**src/rtl/mem_bus_if.sv**
```systemverilog
// rtl/mem_bus_if.sv - system-bus memory access sequencer behind P-A
// Captures address/data, runs a 4-phase request/answer handshake, returns a latched read word.
module mem_bus_if #(
  parameter int unsigned TIMEOUT = 1023,
  parameter int unsigned RETRIES = 3
) (
  input  logic        __clk,
  input  logic        rst_,
  input  logic        rd,
  input  logic        wr,
  input  logic [0:15] dad,
  input  logic [0:15] ddt,
  input  logic [3:0]  nb,
  input  logic        bus_ok,
  input  logic        bus_en,
  input  logic        bus_pe,
  input  logic [0:15] bus_din,
  output logic        bus_rd,
  output logic        bus_wr,
  output logic [0:19] bus_ad,
  output logic [0:15] bus_dout,
  output logic [0:15] rdt,
  output logic        busy,
  output logic        done,
  output logic        pe,
  output logic        alarm
);

  typedef enum logic [2:0] {
    S_IDLE,
    S_REQ,
    S_BACKOFF,
    S_RELEASE,
    S_DONE
  } state_t;

  localparam logic [11:0] TMO_LAST  = 12'(TIMEOUT - 1);
  localparam logic [3:0]  RETRY_MAX = 4'(RETRIES);

  state_t      state_q, state_d;
  logic [11:0] cnt_q, cnt_d;
  logic [3:0]  retry_q, retry_d;
  logic        dir_wr_q, dir_wr_d;
  logic [0:15] addr_q, addr_d;
  logic [0:15] wdata_q, wdata_d;
  logic [3:0]  nb_q, nb_d;
  logic [0:15] rdt_q, rdt_d;
  logic        pe_q, pe_d;
  logic        alarm_q, alarm_d;

  always_ff @(posedge __clk or negedge rst_) begin
    if (!rst_) begin
      state_q  <= S_IDLE;
      cnt_q    <= '0;
      retry_q  <= '0;
      dir_wr_q <= 1'b0;
      addr_q   <= '0;
      wdata_q  <= '0;
      nb_q     <= '0;
      rdt_q    <= '0;
      pe_q     <= 1'b0;
      alarm_q  <= 1'b0;
    end else begin
      state_q  <= state_d;
      cnt_q    <= cnt_d;
      retry_q  <= retry_d;
      dir_wr_q <= dir_wr_d;
      addr_q   <= addr_d;
      wdata_q  <= wdata_d;
      nb_q     <= nb_d;
      rdt_q    <= rdt_d;
      pe_q     <= pe_d;
      alarm_q  <= alarm_d;
    end
  end

  always_comb begin
    state_d  = state_q;
    cnt_d    = cnt_q;
    retry_d  = retry_q;
    dir_wr_d = dir_wr_q;
    addr_d   = addr_q;
    wdata_d  = wdata_q;
    nb_d     = nb_q;
    rdt_d    = rdt_q;
    pe_d     = pe_q;
    alarm_d  = alarm_q;

    unique case (state_q)
      S_IDLE: begin
        if (rd || wr) begin
          addr_d   = dad;
          wdata_d  = ddt;
          nb_d     = nb;
          dir_wr_d = !rd;  // rd wins when both are raised
          pe_d     = 1'b0;
          alarm_d  = 1'b0;
          cnt_d    = '0;
          retry_d  = '0;
          state_d  = S_REQ;
        end
      end

      S_REQ: begin
        if (bus_ok) begin
          if (!dir_wr_q) rdt_d = bus_din;
          cnt_d   = '0;
          state_d = S_RELEASE;
        end else if (bus_pe && !dir_wr_q) begin
          pe_d    = 1'b1;
          cnt_d   = '0;
          state_d = S_RELEASE;
        end else if (bus_en) begin
          if (retry_q == RETRY_MAX) begin
            alarm_d = 1'b1;
            cnt_d   = '0;
            state_d = S_RELEASE;
          end else begin
            state_d = S_BACKOFF;
          end
        end else if (cnt_q == TMO_LAST) begin
          alarm_d = 1'b1;
          cnt_d   = '0;
          state_d = S_RELEASE;
        end else begin
          cnt_d = cnt_q + 12'd1;
        end
      end

      S_BACKOFF: begin
        retry_d = retry_q + 4'd1;
        cnt_d   = '0;
        state_d = S_REQ;
      end

      S_RELEASE: begin
        if (!(bus_ok || bus_en || bus_pe)) begin
          state_d = S_DONE;
        end else if (cnt_q == TMO_LAST) begin
          alarm_d = 1'b1;
          state_d = S_DONE;
        end else begin
          cnt_d = cnt_q + 12'd1;
        end
      end

      S_DONE: begin
        state_d = S_IDLE;
      end

      default: begin
        state_d = S_IDLE;
      end
    endcase
  end

  // Strobes decode straight from state so an async reset drops them in the same cycle.
  logic req_active;
  assign req_active = (state_q == S_REQ);

  assign bus_rd   = req_active && !dir_wr_q;
  assign bus_wr   = req_active && dir_wr_q;
  assign bus_ad   = req_active ? {nb_q, addr_q} : '0;
  assign bus_dout = bus_wr ? wdata_q : '0;
  assign rdt      = rdt_q;
  assign busy     = (state_q != S_IDLE);
  assign done     = (state_q == S_DONE);
  assign pe       = pe_q;
  assign alarm    = alarm_q;

endmodule
```
**config.mk**
```make
export PLATFORM = sky130hd
export DESIGN_NAME = mem_bus_if
export DESIGN_NICKNAME = d
export VERILOG_FILES = /design/src/rtl/mem_bus_if.sv
export SDC_FILE = /design/constraint.sdc
export NUM_CORES = 1
export LEC_CHECK = 0
export CAP_MARGIN = 40
export CORE_MARGIN = 5
export CORE_UTILIZATION = 46
export CTS_CLUSTER_SIZE = 30
export DETAILED_ROUTE_END_ITERATION = 7
export GPL_ROUTABILITY_DRIVEN = 1
export HOLD_SLACK_MARGIN = 0.08
export PLACE_DENSITY = 0.8
export SETUP_SLACK_MARGIN = 0.05
export SKIP_LAST_GASP = 1
export SLEW_MARGIN = 20
export SYNTH_ARGS = -nofsm -noshare
export SYNTH_HDL_FRONTEND = slang
export SYNTH_SLANG_ARGS = --single-unit
```
**constraint.sdc**
```tcl
create_clock -name __clk -period 2.3 [get_ports __clk]
set_clock_uncertainty 0.15 [all_clocks]
set_input_delay 0.46 -clock __clk [delete_from_list [all_inputs] [get_ports __clk]]
set_output_delay 0.46 -clock __clk [all_outputs]
set_load 0.05 [all_outputs]
```
After elaboration in Yosys (flattened, before gate mapping)
Cells that the tools add are included.
{"block": "classes", "n_eq_ne": 16, "n_addsub": 2, "n_bitwise": 1, "muxes": 33, "reduce_logical": 21}
{"cell": "$mux W12", "count": 8}
{"cell": "$pmux W12 S4", "count": 1}
{"cell": "$mux W3", "count": 7}
{"cell": "$mux W20", "count": 1}
{"cell": "$mux W16", "count": 1}
{"cell": "$add A12 B1 Y12 const B", "count": 1}
{"cell": "$eq A12 B10 Y1 const B", "count": 1}
{"cell": "$pmux W3 S4", "count": 1}
{"cell": "$mux W1", "count": 10}
{"cell": "$ne A2 B2 Y1 const B", "count": 5}
{"cell": "$ne A5 B3 Y1 const B", "count": 2}
{"cell": "$pmux W4 S2", "count": 1}
{"cell": "$eq A3 B2 Y1 const B", "count": 2}
{"cell": "$reduce_and A3 Y1", "count": 2}
{"cell": "$reduce_and A6 Y1", "count": 1}
{"cell": "$reduce_bool A3 Y1", "count": 2}
{"cell": "$reduce_and A5 Y1", "count": 1}
{"cell": "$add A4 B1 Y4 const B", "count": 1}
{"cell": "$eq A4 B2 Y1 const B", "count": 1}
{"cell": "$mux W4", "count": 1}
{"cell": "$reduce_and A2 Y1", "count": 2}
{"cell": "$reduce_and A4 Y1", "count": 1}
{"cell": "$reduce_bool A2 Y1", "count": 2}
{"cell": "$reduce_bool A4 Y1", "count": 1}
{"cell": "12 further kinds", "count": 17}
{"block": "totals", "elab_cells": 83, "inputBits": 59, "regBits": 74, "out_inout_bits": 58}

Logic depth before layout (Yosys ltp)
Gate-level depths: netlist of run 1.
{"block": "logic_depth", "word_depth": 6, "ltp_mapped": 9}

Least setup slack after synthesis of run 1
Ideal clock, no wire load.
{"block": "synth_path", "path_kind": "register -> register", "startpoint": "reg state_q[2]", "endpoint": "reg rdt_q, in the netlist rdt[0]", "t_required_ns": 2.025, "setup_ns": 0.125, "n_path_buf": 2, "path_slack_ns": -0.115, "path_stages_with_launch": 7, "t_arrival_ns": 2.141, "cell_sequence": "dfrtp_1 -> clkbuf_2 -> nand2b_1 -> nor3_2 -> nand2_2 -> buf_2 -> mux2_2"}
{"block": "synth_via", "elab_chain_cells": 2}
{"item": "start: declaration", "line_no": "40", "rtl": "state_t state_q, state_d;"}
{"item": "start signal: assignment", "line_no": "64", "rtl": "state_q <= state_d;"}
{"item": "$eq A3 B1 Y1", "line_no": "89", "rtl": "unique case (state_q)"}
{"item": "$reduce_and A3 Y1 (no line)"}
{"item": "end signal: assignment", "line_no": "71", "rtl": "rdt_q <= rdt_d;"}
{"item": "end: declaration", "line_no": "47", "rtl": "logic [0:15] rdt_q, rdt_d;"}
No other way between the ends.
A chain may end at the register's enable or synchronous reset.

Final worst setup path of run 1
{"block": "layout_path", "startpoint": "reg state_q[2]", "endpoint": "out bus_dout[12] (netlist bit)"}
{"block": "layout_via", "elab_chain_cells": 3}
{"item": "$eq A3 B1 Y1", "line_no": "159", "rtl": "assign req_active = (state_q == S_REQ);"}
{"item": "$logic_and A1 B1 Y1", "line_no": "162", "rtl": "assign bus_wr = req_active && dir_wr_q;"}
{"item": "$mux W16", "line_no": "164", "rtl": "assign bus_dout = bus_wr ? wdata_q : '0;"}
{"item": "end: declaration", "line_no": "21", "rtl": "output logic [0:15] bus_dout,"}
No other way between the ends.

==> flow_metrics.py, run 1 <==
metrics = {
    "logic_synthesis": {
        "ys_types": 53,
        "syn_nets": 363,
        "synth_commonest_cells": "74 x dfrtp_1, 52 x mux2_2, 22 x and2_1",
        "yosysWarnings": 0,
        "ys_top_cells_by_area": "dfrtp_1 52%, mux2_2 16%, and2_1 3.9%",
        "synth_top_flop_cell": "dfrtp_1",
        "async_reset_ff_share_pct": 100.0,
        "synth_edf_count": 0,
        "ys_seq_area_share_pct": 52.08,
        "syn_area_um2": 3556,
        "yosys.area.top_type": "dfrtp_1",
        "ys_ff_latch": 74,
        "netlist_instances": 301,
        "syn_area_per_cell_um2": 11.81,
        "synth_top_area_share_pct": 52.08,
        "synthMostInstantiatedCell": "dfrtp_1",
    },
    "power": {
        "power.total_w": 0.007155,
        "power_density_nw_per_um2": 1242,
        "irDropWorstVdd_uv": 1075,
        "leakage_nw": 2.430,
    },
    "floorplanning": {
        "initial_core_util_pct": 46.50,
        "die_w_um": 97.92,
        "die_area_um2": 9588,
        "rows": 32,
        "fp.dieH_um": 97.92,
        "fp.coreArea_um2": 7647,
        "io_pins": 117,
    },
    "sta": {
        "fin_setup_tns_ns": 0,
        "tightest_slew_ns": 0.5134,
        "layout_setup_ws_ns": 0.07424,
        "finalHoldViolCount": 0,
        "layout_min_cycle_time_ns": 2.226,
        "finalCritPeriodShare_pct": 96.77,
        "holdWs_ns": 0.3521,
        "max_freq_mhz": 449.3,
        "rsz0062_at_grt": "true",
        "setup_violations": 0,
        "drv_slew": 0,
        "slew_headroom_pct": 65.66,
    },
    "placed_design": {
        "place_ws_ns": -0.08604,
        "numPlacedInstances": 526,
        "dp_hpwl_um": 7032,
        "place.gp.congestion": 0.9107,
        "portBuffers": 116,
    },
    "layout": {
        "drive_gt1_share_pct": 42.95,
        "final_nets": 504,
        "num_antenna_cells": 0,
        "regArea_um2": 1854,
        "synthToLayoutAreaGrowth_pct": 62.00,
        "multi_input_area_um2": 1714,
        "nFillCells": 502,
        "stdcell_count": 549,
    },
    "global_route": {
        "grt_antenna_before_repair": 0,
        "first_global_vias": 3196,
        "grt_pass1_wl_um": 15880,
        "overflow": 0,
        "grt_max_degree": 46,
        "grt_use_total_pct": 20.57,
    },
    "critical_path": {
        "cp_num_buf_inv": 3,
        "critPathMaxFanout": 12,
        "reg2reg_slack_ns": 0.21,
        "critPathMaxStageDelay_ns": 0.43,
        "cp_top_family": "buffers and inverters",
        "crit_chain": "nor3b_4 > buf_6 > buf_8 > and3_4 > buf_12",
        "worst_setup_path_end_kind": "primary output",
        "rr_startpoint": "cnt_q[0]",
        "arrival_ns": 1.62,
        "slowest_stage": "dfrtp_2",
        "r2r-end": "cnt_q[4]",
        "cp-start-kind": "register",
        "critPathRequiredTime_ns": 1.69,
        "rr_worst_depth": 9,
        "path_class": "register to primary output",
    },
    "clock_network": {
        "numCtsBuffers": 9,
        "cts_buffer_depth": 2,
        "htree_levels": 3,
        "cts_tree": "built",
        "clkTransAtPathRegs_ns": 0.08,
        "clk_latency_ns": 0.35,
        "clock_sinks": 74,
        "cts_root_buffer": "clkbuf_8",
    },
    "routing": {
        "drcViolationCount": 0,
        "drtPass1Iterations": 4,
        "antenna_left": 0,
        "viasPerCell": 5.319,
        "wl_per_cell_um": 17.14,
        "drt-total-wl_um": 9412,
        "vias": 2920,
        "drt_iter0_markers": 118,
    },
    "worst_hold_path": {
        "holdPathStages": 1,
        "hold_start": "nb_q[2]",
        "holdPathEnd": "nb_q[2]",
        "hold_class": "register to register",
    },
    "run_status": {
        "outcome": "complete, no violations",
    },
    "run": {
        "maxCapViolCount": 0,
    },
}
report_power, final:
group          internal (W)  leakage [nW]  switching (W)
sequential          0.00184         0.913       0.000317
combinational       0.00190          1.43        0.00215
clock              0.000430        0.0855       0.000511
sequential cells by signal (all words and copies together) (netlist names):
signal    count
wdata_q      16
cnt_q        12
pe            1
nb_q          4
rdt          16
dir_wr_q      1
addr_q       16
retry_q       4
state_q       3
alarm         1
metrics by stage:
| stage | instance area (µm²) | utilization [%] |
|---|---|---|
| global placement | 5356 | 70.04 |
| detailed placement | 5356 | 70.04 |
| CTS | 5652 | 73.90 |
| global route | 5761 | 75.33 |
| finish | 5761 | 75.33 |
| floorplan | 3562 | - |
kinds of logic after synthesis:
kind of cell	synth area share, %
buf+inv	4.011
mux	17.17
simple gates	16.40
flops	52.08
compound gates	9.290
fa+ha+maj	1.056
per-layer routing:
| layer | part of all wire (%) | vias up | track usage (%) |
|---|---|---|---|
| li1 | - | 1366 | - |
| met5 | 0 | - | 0 |
| met3 | 8.9 | 16 | 9.286 |
| met1 | 38 | 1426 | 22.96 |
| met4 | 1.2 | 0 | 5.112 |
| met2 | 52 | 112 | 35.81 |
worst max-delay path by stage:
stage | cells past startpoint | slack (ns) | from | end
6_report | 5 | 0.07 | state_q[2] | bus_dout[12]
3_3_place_gp | 7 | -0.06 | bus_en | cnt_q[1]
2_1_floorplan | 5 | 0.1 | state_q[2] | bus_ad[1]
4_1_cts | 4 | 0.03 | state_q[2] | bus_rd
5_1_grt | 5 | 0.02 | state_q[2] | bus_dout[13]
3_5_place_dp | 7 | -0.09 | bus_en | cnt_q[1]
layout by cell type (no fill, tap or decap), drive strengths merged, types with 2 or more instances in the layout:
cell type	netlist	routed
or3	2	2
clkinvlp	0	3
nor3b	3	3
nor2	16	16
and3	17	17
o31ai	6	6
nand3	10	10
and2	22	22
clkbuf	7	10
a32o	2	2
buf	9	70
a211oi	4	4
nand4	3	3
clkinv	1	2
nor3	6	6
inv	8	10
or4	2	2
a211o	2	2
clkdlybuf4s50	0	75
dfrtp	74	74
nand4b	2	2
mux2	53	53
o22ai	3	3
ha	3	3
o21ai	11	11
a21oi	13	13
nand2	7	7
nand2b	4	4
cell type report:
class,count,share of cell area [%]
repair buffers,146,31.93
inverters,9,0.6733
clock inverters,6,0.8471
clock buffers,10,2.389
flip-flops and latches,74,32.19
multi-input cells,202,29.76
well taps,102,2.215
what timing repair did:
item,4_1_cts,5_1_grt
gates resized for setup,19,24
pin swaps,1,1
hold buffers,1,0
setup buffers,4,2
hold endpoints to repair,29,0
cloned,0,0
endpoints found under the setup margin,37,39
(Power assumes the default switching activity.)
==> inputs of run 2 (changes only) <==
- CORE_MARGIN: 5 -> 3
==> run 2 against run 1 <==
Effect of this change:
- the flow now finishes with violations (negative setup slack)
- wire length grew 2.6%
- hold slack better by 0.00052 ns
- design area up 0.61%
- register-to-register slack lost 0.08 ns
- first-iteration DRC count up 56%
- worst setup slack lost 0.12 ns
- combinational power is 1% higher
- critical path type unchanged
- largest power group unchanged
- highest routed layer unchanged
==> flow_metrics.py, run 2 (same netlist as run 1, synthesis figures left out) <==
metrics = {
    "run_status": {
        "outcome": "complete, but fails checks",
        "violations": "negative setup slack",
    },
    "floorplanning": {
        "io_pins": 117,
        "initial_core_util_pct": 48.25,
        "fp.dieH_um": 93.92,
        "rows": 31,
        "die_w_um": 93.92,
        "die_area_um2": 8821,
        "fp.coreArea_um2": 7370,
    },
    "critical_path": {
        "reg2reg_slack_ns": 0.13,
        "rr_startpoint": "state_q[1]",
        "r2r-end": "cnt_q[1]",
        "worst_setup_path_end_kind": "primary output",
        "path_class": "register to primary output",
        "arrival_ns": 1.74,
        "rr_worst_depth": 7,
        "critPathMaxFanout": 14,
        "cp-start-kind": "register",
        "critPathRequiredTime_ns": 1.69,
    },
    "layout": {
        "final_nets": 506,
        "nFillCells": 430,
        "stdcell_count": 548,
        "num_antenna_cells": 0,
        "synthToLayoutAreaGrowth_pct": 62.98,
        "final_area_um2": 5796,
        "drive_gt1_share_pct": 40.09,
        "mostFrequentLayoutCell": "clkdlybuf4s50_1",
        "layout_common_cells": "75 x clkdlybuf4s50_1, 71 x dfrtp_1, 52 x mux2_2",
    },
    "global_route": {
        "grt_pass1_wl_um": 15300,
        "grt_max_degree": 50,
        "overflow": 0,
        "grt_antenna_before_repair": 0,
        "first_global_vias": 3044,
        "grt_use_total_pct": 22.53,
    },
    "sta": {
        "layout_setup_ws_ns": -0.04631,
        "setup_violations": 20,
        "finalCritPeriodShare_pct": 102.0,
        "layout_min_cycle_time_ns": 2.346,
        "tightest_slew_ns": 0.6426,
        "drv_slew": 0,
        "max_freq_mhz": 426.2,
        "slew_headroom_pct": 57.16,
        "finalHoldViolCount": 0,
        "rsz0062_at_grt": "true",
    },
    "worst_hold_path": {
        "hold_class": "register to register",
        "holdPathEnd": "addr_q[9]",
        "hold_start": "addr_q[9]",
        "holdPathStages": 1,
    },
    "routing": {
        "drt-total-wl_um": 9660,
        "drcViolationCount": 0,
        "wl_per_cell_um": 17.63,
        "drt_iter0_markers": 184,
        "antenna_left": 0,
        "vias": 2956,
        "drtPass1Iterations": 4,
        "viasPerCell": 5.394,
    },
    "placed_design": {
        "numPlacedInstances": 520,
        "place.gp.congestion": 0.9295,
        "dp_hpwl_um": 6636,
        "portBuffers": 116,
        "dpl_cell_area_um2": 5330,
        "place_ws_ns": -0.1024,
    },
    "run": {
        "maxCapViolCount": 0,
    },
    "power": {
        "power_density_nw_per_um2": 1307,
        "irDropWorstVdd_uv": 897.9,
        "leakage_nw": 2.484,
    },
    "clock_network": {
        "cts_buffer_depth": 2,
        "cts_root_buffer": "clkbuf_8",
        "numCtsBuffers": 9,
        "clkTransAtPathRegs_ns": 0.08,
        "clock_sinks": 74,
        "cts_tree": "built",
        "clk_latency_ns": 0.34,
        "htree_levels": 3,
    },
}
==> run 2: worst max path at each step <==
stage | start | end | depth (start not counted)
3_5_place_dp | bus_en | cnt_q[1] | 7
2_1_floorplan | state_q[2] | bus_ad[1] | 5
5_1_grt | state_q[1] | bus_dout[15] | 5
6_report | state_q[1] | bus_dout[15] | 5
4_1_cts | state_q[2] | bus_ad[4] | 5
3_3_place_gp | bus_en | cnt_q[1] | 7
==> run 2: worst max-delay path, cell delays in order (launching register included) <==
cell and delay (ns):
dfrtp_2 0.45, nor3b_4 0.30, buf_6 0.16, buf_12 0.14, and3_4 0.21, buf_12 0.13
==> run 2: through the flow <==
step                hold WS [ns]  TNS, ns  util (%)  power [W]
floorplan                0.01441        0         -   0.004367
CTS                       0.3545        0     77.84   0.007503
detailed placement        0.3364  -0.7421     72.33   0.005981
global route              0.3626   -2.348     78.64   0.007927
global placement          0.3256  -0.3033     72.33   0.005871
finish                    0.3526  -0.5006     78.64   0.007577
==> run 2: report_power, final <==
part           switching, W  internal, W
registers          0.000304      0.00184
clock network      0.000497     0.000835
logic               0.00219      0.00191
==> run 2: repair_timing <==
item,CTS,global route
gates cloned,1,1
buffers inserted,5,5
hold endpoints to repair,48,0
endpoints found under the setup margin,38,42
hold buffers,1,0
pin swaps,2,2
gates resized for setup,18,15
==> run 2: layout make-up <==
cell class              instances  area (µm²)  share of cell area [%]
well taps                      99       123.9                   2.137
inverters                       9       38.79                  0.6693
multi-input cells             202        1659                   28.63
flip-flops and latches         74        1856                   32.02
clock buffers                  10       127.6                   2.202
clock inverters                 6       136.4                   2.353
repair buffers                148        1854                   31.99
==> run 2: metal layers <==
| metal | track usage [%] | routed length, µm | part of all wire, % | vias up |
|---|---|---|---|---|
| met1 | 28.74 | 3907 | 40 | 1427 |
| li1 | - | - | - | 1367 |
| met2 | 35.72 | 4686 | 49 | 147 |
| met5 | 0 | 0 | 0 | - |
| met3 | 6.971 | 883 | 9.1 | 15 |
| met4 | 9.025 | 182 | 1.9 | 0 |
==> edit 1: new RTL, flow settings as in run 2 <==
Re-encode `state_t` (5 states) as one-hot, 5 bits wide.
--- a/src/rtl/mem_bus_if.sv
+++ b/src/rtl/mem_bus_if.sv
@@ -28,8 +28,8 @@
 
-  typedef enum logic [2:0] {
-    S_IDLE,
-    S_REQ,
-    S_BACKOFF,
-    S_RELEASE,
-    S_DONE
+  typedef enum logic [4:0] {
+    S_IDLE    = 5'b00001,
+    S_REQ     = 5'b00010,
+    S_BACKOFF = 5'b00100,
+    S_RELEASE = 5'b01000,
+    S_DONE    = 5'b10000
   } state_t;
Behaviour: same outputs for any inputs over 10 cycles, from zero or initial values and one cycle with rst_ low; not proved beyond that.
==> edit 1 against run 2 <==
Via count is 22% higher; the flow still finishes with violations (negative setup slack); final area is 7.3% higher; highest routed layer unchanged; sequential cell count is 2 higher; total power is 0.52% higher; worst setup slack worse by 110 ps; worst hold slack worse by 29 ps; cell count is 17% higher; largest power group unchanged; synthesized cell count is 23% higher; maximum frequency is 4.4% lower; synthesized area is 0.25% higher; routed wire length is 23% higher; core utilization is 5.7 points higher.
==> edit 1: results (changes against run 2) <==
----------------------------------------------------
[Run status]
  Result of the run ... finished, violations left (unchanged)
  Violated checks ... negative setup slack (unchanged)

[Critical path]
  Beginning of the critical path ... state_q[3]$_DFFE_PN0P_ (was state_q[1]$_DFFE_PN0P_)
  Arrival time worst endpoint ... 1840 ps (was 1740 ps)

[Synth]
  Mapped Nets ... 433 (was 363)
  Distinct cell type count after synthesis ... 45 (was 53)
  Share of the synthesized area in compound gates (AO/OA/AOI/OAI) ... 9.266% (was 9.289%)

[Detailed routing]
  Detailed-route via count ... 3,611 (was 2,956)
  Final wirelength ... 11,920 um (was 9660 um)
  DR iter-0 viols ... 248 (was 184)

[Placement]
  GPL Wtd Cong ... 0.8754 (was 0.9295)
  DP HPWL ... 7258 um (was 6636 um)

[Global routing]
  Global-route wire length before repair ... 18,070 um (was 15,300 um)
  Pin count of the biggest net entering global routing ... 48 (was 50)
  Via count of the first global-routing pass ... 3,671 (was 3,044)

[Pwr]
  Max IR drop VDD ... 0.0009246 V (was 0.0008979 V)

[Clocking]
  # resized after CTS ... 50 (was 18)

[STA]
  Slack of the critical path ... -153.4 ps (was -46.31 ps)
  Slew Limit Headroom ... 63.24% (was 57.16%)
  Final number of setup-violating endpoints ... 42 (was 20)

[Finish]
  Total area of sequential cells ... 1904 um2 (was 1856 um2)
  Inverters ... 8 (was 9)
  Fraction of cell area in non-clock buffers ... 34.05% (was 31.99%)

[Min path]
  Hold path cells ... 2 (was 1)
  Start point of the worst min-delay path ... addr_q[15]$_DFFE_PN0P_ (was addr_q[9]$_DFFE_PN0P_)

----------------------------------------------------
[edit 1: per-stage QoR]
stage | worst slack, ps | hold WS, ps | setup TNS, ps | cells | area [um2]
after detailed placement | -178.5 | 259.5 | -3490 | 599 | 5478
after CTS | -186.2 | 324.5 | -6007 | 634 | 6031
after global placement | -99.63 | 261.4 | -2364 | 599 | 5478
after global routing | -194.6 | 345.6 | -7012 | 640 | 6217
after floorplan | -0.5358 | 14.41 | -0.5358 | 371 | 3612
final | -153.4 | 323.7 | -4276 | 640 | 6217
[edit 1: final timing paths]
| path | end | slack [ps] |
|---|---|---|
| max | bus_rd | -150 |
| min | addr_q[15]$_DFFE_PN0P_ | 320 |
| max reg2reg | state_q[1]$_DFFE_PN0P_ | -100 |
| min reg2reg | addr_q[15]$_DFFE_PN0P_ | 320 |
| max in group asynchronous | state_q[0]$_DFFE_PN1P_ | 950 |
| min in group asynchronous | addr_q[12]$_DFFE_PN0P_ | 420 |
[edit 1: critical path, stage by stage (launching register included)]
cell	delay, ps
dfrtp_1	410
nor4_4	320
buf_4	200
buf_6	110
and2_4	140
nor2b_4	170
buf_12	150
[edit 1: metal layers]
metal | GRT usage (%) | vias to the layer above | wire, um
li1 | - | 1603 | -
met1 | 31.74 | 1794 | 4542
met2 | 45.65 | 175 | 6083
met3 | 6.010 | 39 | 974
met4 | 8.303 | 0 | 319
met5 | 0 | - | 0
[edit 1: logic make-up (layout without fill, tap and decap cells)]
logic type                 count (synthesis)  count (layout)
and+or+nand+nor                          200             200
DFF                                       76              76
AOI/OAI and AO/OA                         45              45
adders and majority gates                  3               3
buffers and inverters                     28             198
muxes                                     18              18
xor gates and xnor gates                   1               1
[edit 1: power breakdown]
group	switching, mW	total (mW)	internal, mW
Combinational	2.55	4.52	1.97
Sequential	0.302	2.17	1.86
Clock	0.509	0.927	0.419
==> edit 2: new RTL, config.mk and constraints of run 2 <==
Made on the original files. Set the parameter `TIMEOUT` to 767 (it was 1023).
--- a/src/rtl/mem_bus_if.sv
+++ b/src/rtl/mem_bus_if.sv
@@ -3,3 +3,3 @@
 module mem_bus_if #(
-  parameter int unsigned TIMEOUT = 1023,
+  parameter int unsigned TIMEOUT = 767,
   parameter int unsigned RETRIES = 3
Formal check against the unedited RTL: same outputs for any inputs over 10 cycles, from zero or initial values and one cycle with rst_ low; that may be too few to reach the edited logic, so the function may still have changed.
==> edit 2 against run 2 <==
Via count increased by 0.20%; final area decreased by 2.0%; critical endpoint is now bus_dout[13]; worst hold slack got worse by 1.7 ps; core utilization decreased by 0.72 points; routed wire length increased by 1.3%; critical path depth unchanged; synthesized area decreased by 1.8%; total power increased by 7.6%; sequential cell count unchanged; die area decreased by 1.7%; global-route usage increased by 0.75 points; synthesized cell count decreased by 0.66%; worst setup slack improved by 120 ps.
==> edit 2: results (changes against run 2) <==
----------------------------------------------------
[Placement]
  Pre-CTS WS ... -219.6 ps (was -102.4 ps)
  Post-place instance area ... 5371 um2 (was 5330 um2)
  DP HPWL ... 7289 um (was 6636 um)

[Detailed routing]
  Final wirelength ... 9788 um (was 9660 um)
  Detailed-route via count ... 2,962 (was 2,956)
  DR iter-0 viols ... 130 (was 184)

[Global routing]
  Met3 Use GR ... 6.597% (was 6.971%)
  GR Util met1 ... 26.15% (was 28.74%)
  Pin count of the biggest net entering global routing ... 39 (was 50)
  Global-route wire length before repair ... 15,630 um (was 15,300 um)
  M2 GR Usage ... 40.73% (was 35.72%)
  GRT Util Overall ... 23.29% (was 22.53%)
  Via count of the first global-routing pass ... 3,056 (was 3,044)

[Run status]
  Result of the run ... complete, no violations (was finished, violations left)

[Pwr]
  Clock Power Share ... 12.4% (was 17.6%)
  NetSw ... 3.420 mW (was 2.990 mW)
  Static leakage ... 2.448 nW (was 2.484 nW)
  Relative contribution of sequential cells to total power ... 26.7% (was 28.4%)

[Synth]
  Synth cell count leaders ... 74 x dfrtp_1, 53 x mux2_2, 21 x and2_1 (was 74 x dfrtp_1, 52 x mux2_2, 22 x and2_1)
  Mapped Nets ... 361 (was 363)
  Distinct cell type count after synthesis ... 44 (was 53)
  Post-Synthesis Cells ... 299 (was 301)

[Finish]
  Share of post-route cells with drive strength above 1 ... 40.22% (was 40.09%)
  Number of cells in the finished layout apart from fillers ... 549 (was 548)
  NumNets Final ... 507 (was 506)
  Number of filler instances in the final layout ... 471 (was 430)

[STA]
  Final number of setup-violating endpoints ... 0 (was 20)
  Worst hold margin ... 350.9 ps (was 352.6 ps)

[Critical path]
  Arrival time worst endpoint ... 1620 ps (was 1740 ps)
  Largest fanout on the critical path ... 19 (was 14)

----------------------------------------------------
## edit 2: cell types whose count changed after synthesis, moves of 3 or more
cell and delta:
buf_2 +3, buf_4 -4, nand2_1 +10, a211oi_1 -4
## edit 2: what timing repair did
item / 4_1_cts / 5_1_grt
endpoints found under the setup margin: 37 / 27
gates resized for setup: 3 / 7
buffers inserted: 1 / 4
hold buffers: 1 / 0
pin swaps: 0 / 2
hold endpoints to repair: 19 / 0
cloned: 0 / 1
## edit 2: path summary, 6_finish.rpt
check / cells after the start / to / slack, ps
setup reg to reg: 7 / cnt_q[9]$_DFFE_PN0P_ / 140
max in group asynchronous: 3 / state_q[1]$_DFFE_PN0P_ / 790
setup / recovery: 5 / bus_dout[13] / 70
hold / removal: 1 / nb_q[2]$_DFFE_PN0P_ / 350
hold reg to reg: 1 / nb_q[2]$_DFFE_PN0P_ / 350
min in group asynchronous: 2 / wdata_q[1]$_DFFE_PN0P_ / 490
## edit 2: cells by family (layout without fill, tap and decap cells)
group,Yosys count,after routing,synth area share (%)
compound gates,42,42,8.746
flops,74,74,53.05
buf+inv,25,176,3.585
simple gates,102,102,16.45
fa+ha+maj,3,3,1.075
mux,53,53,17.10
## edit 2: per-layer routing
metal / wire length [um] / up-vias
met5: 0 / -
met2: 5334 / 106
met3: 637 / 25
li1: - / 1358
met1: 3535 / 1473
met4: 280 / 0
## edit 2: area by class of cell
cell class,count,area [um2],area share (%)
timing repair buffer,150,1882,33.12
sequential,74,1854,32.64
multi-input combinational,200,1587,27.92
clock buffer,14,162.7,2.863
tap,99,123.9,2.180
inverter,10,37.54,0.6606
clock inverter,2,35.03,0.6166
## edit 2: critical path, stage by stage (launching register included)
cell and delay [ps]:
dfrtp_1 380, nand2b_1 190, nor2_4 160, buf_12 170, and3_1 230, buf_12 150
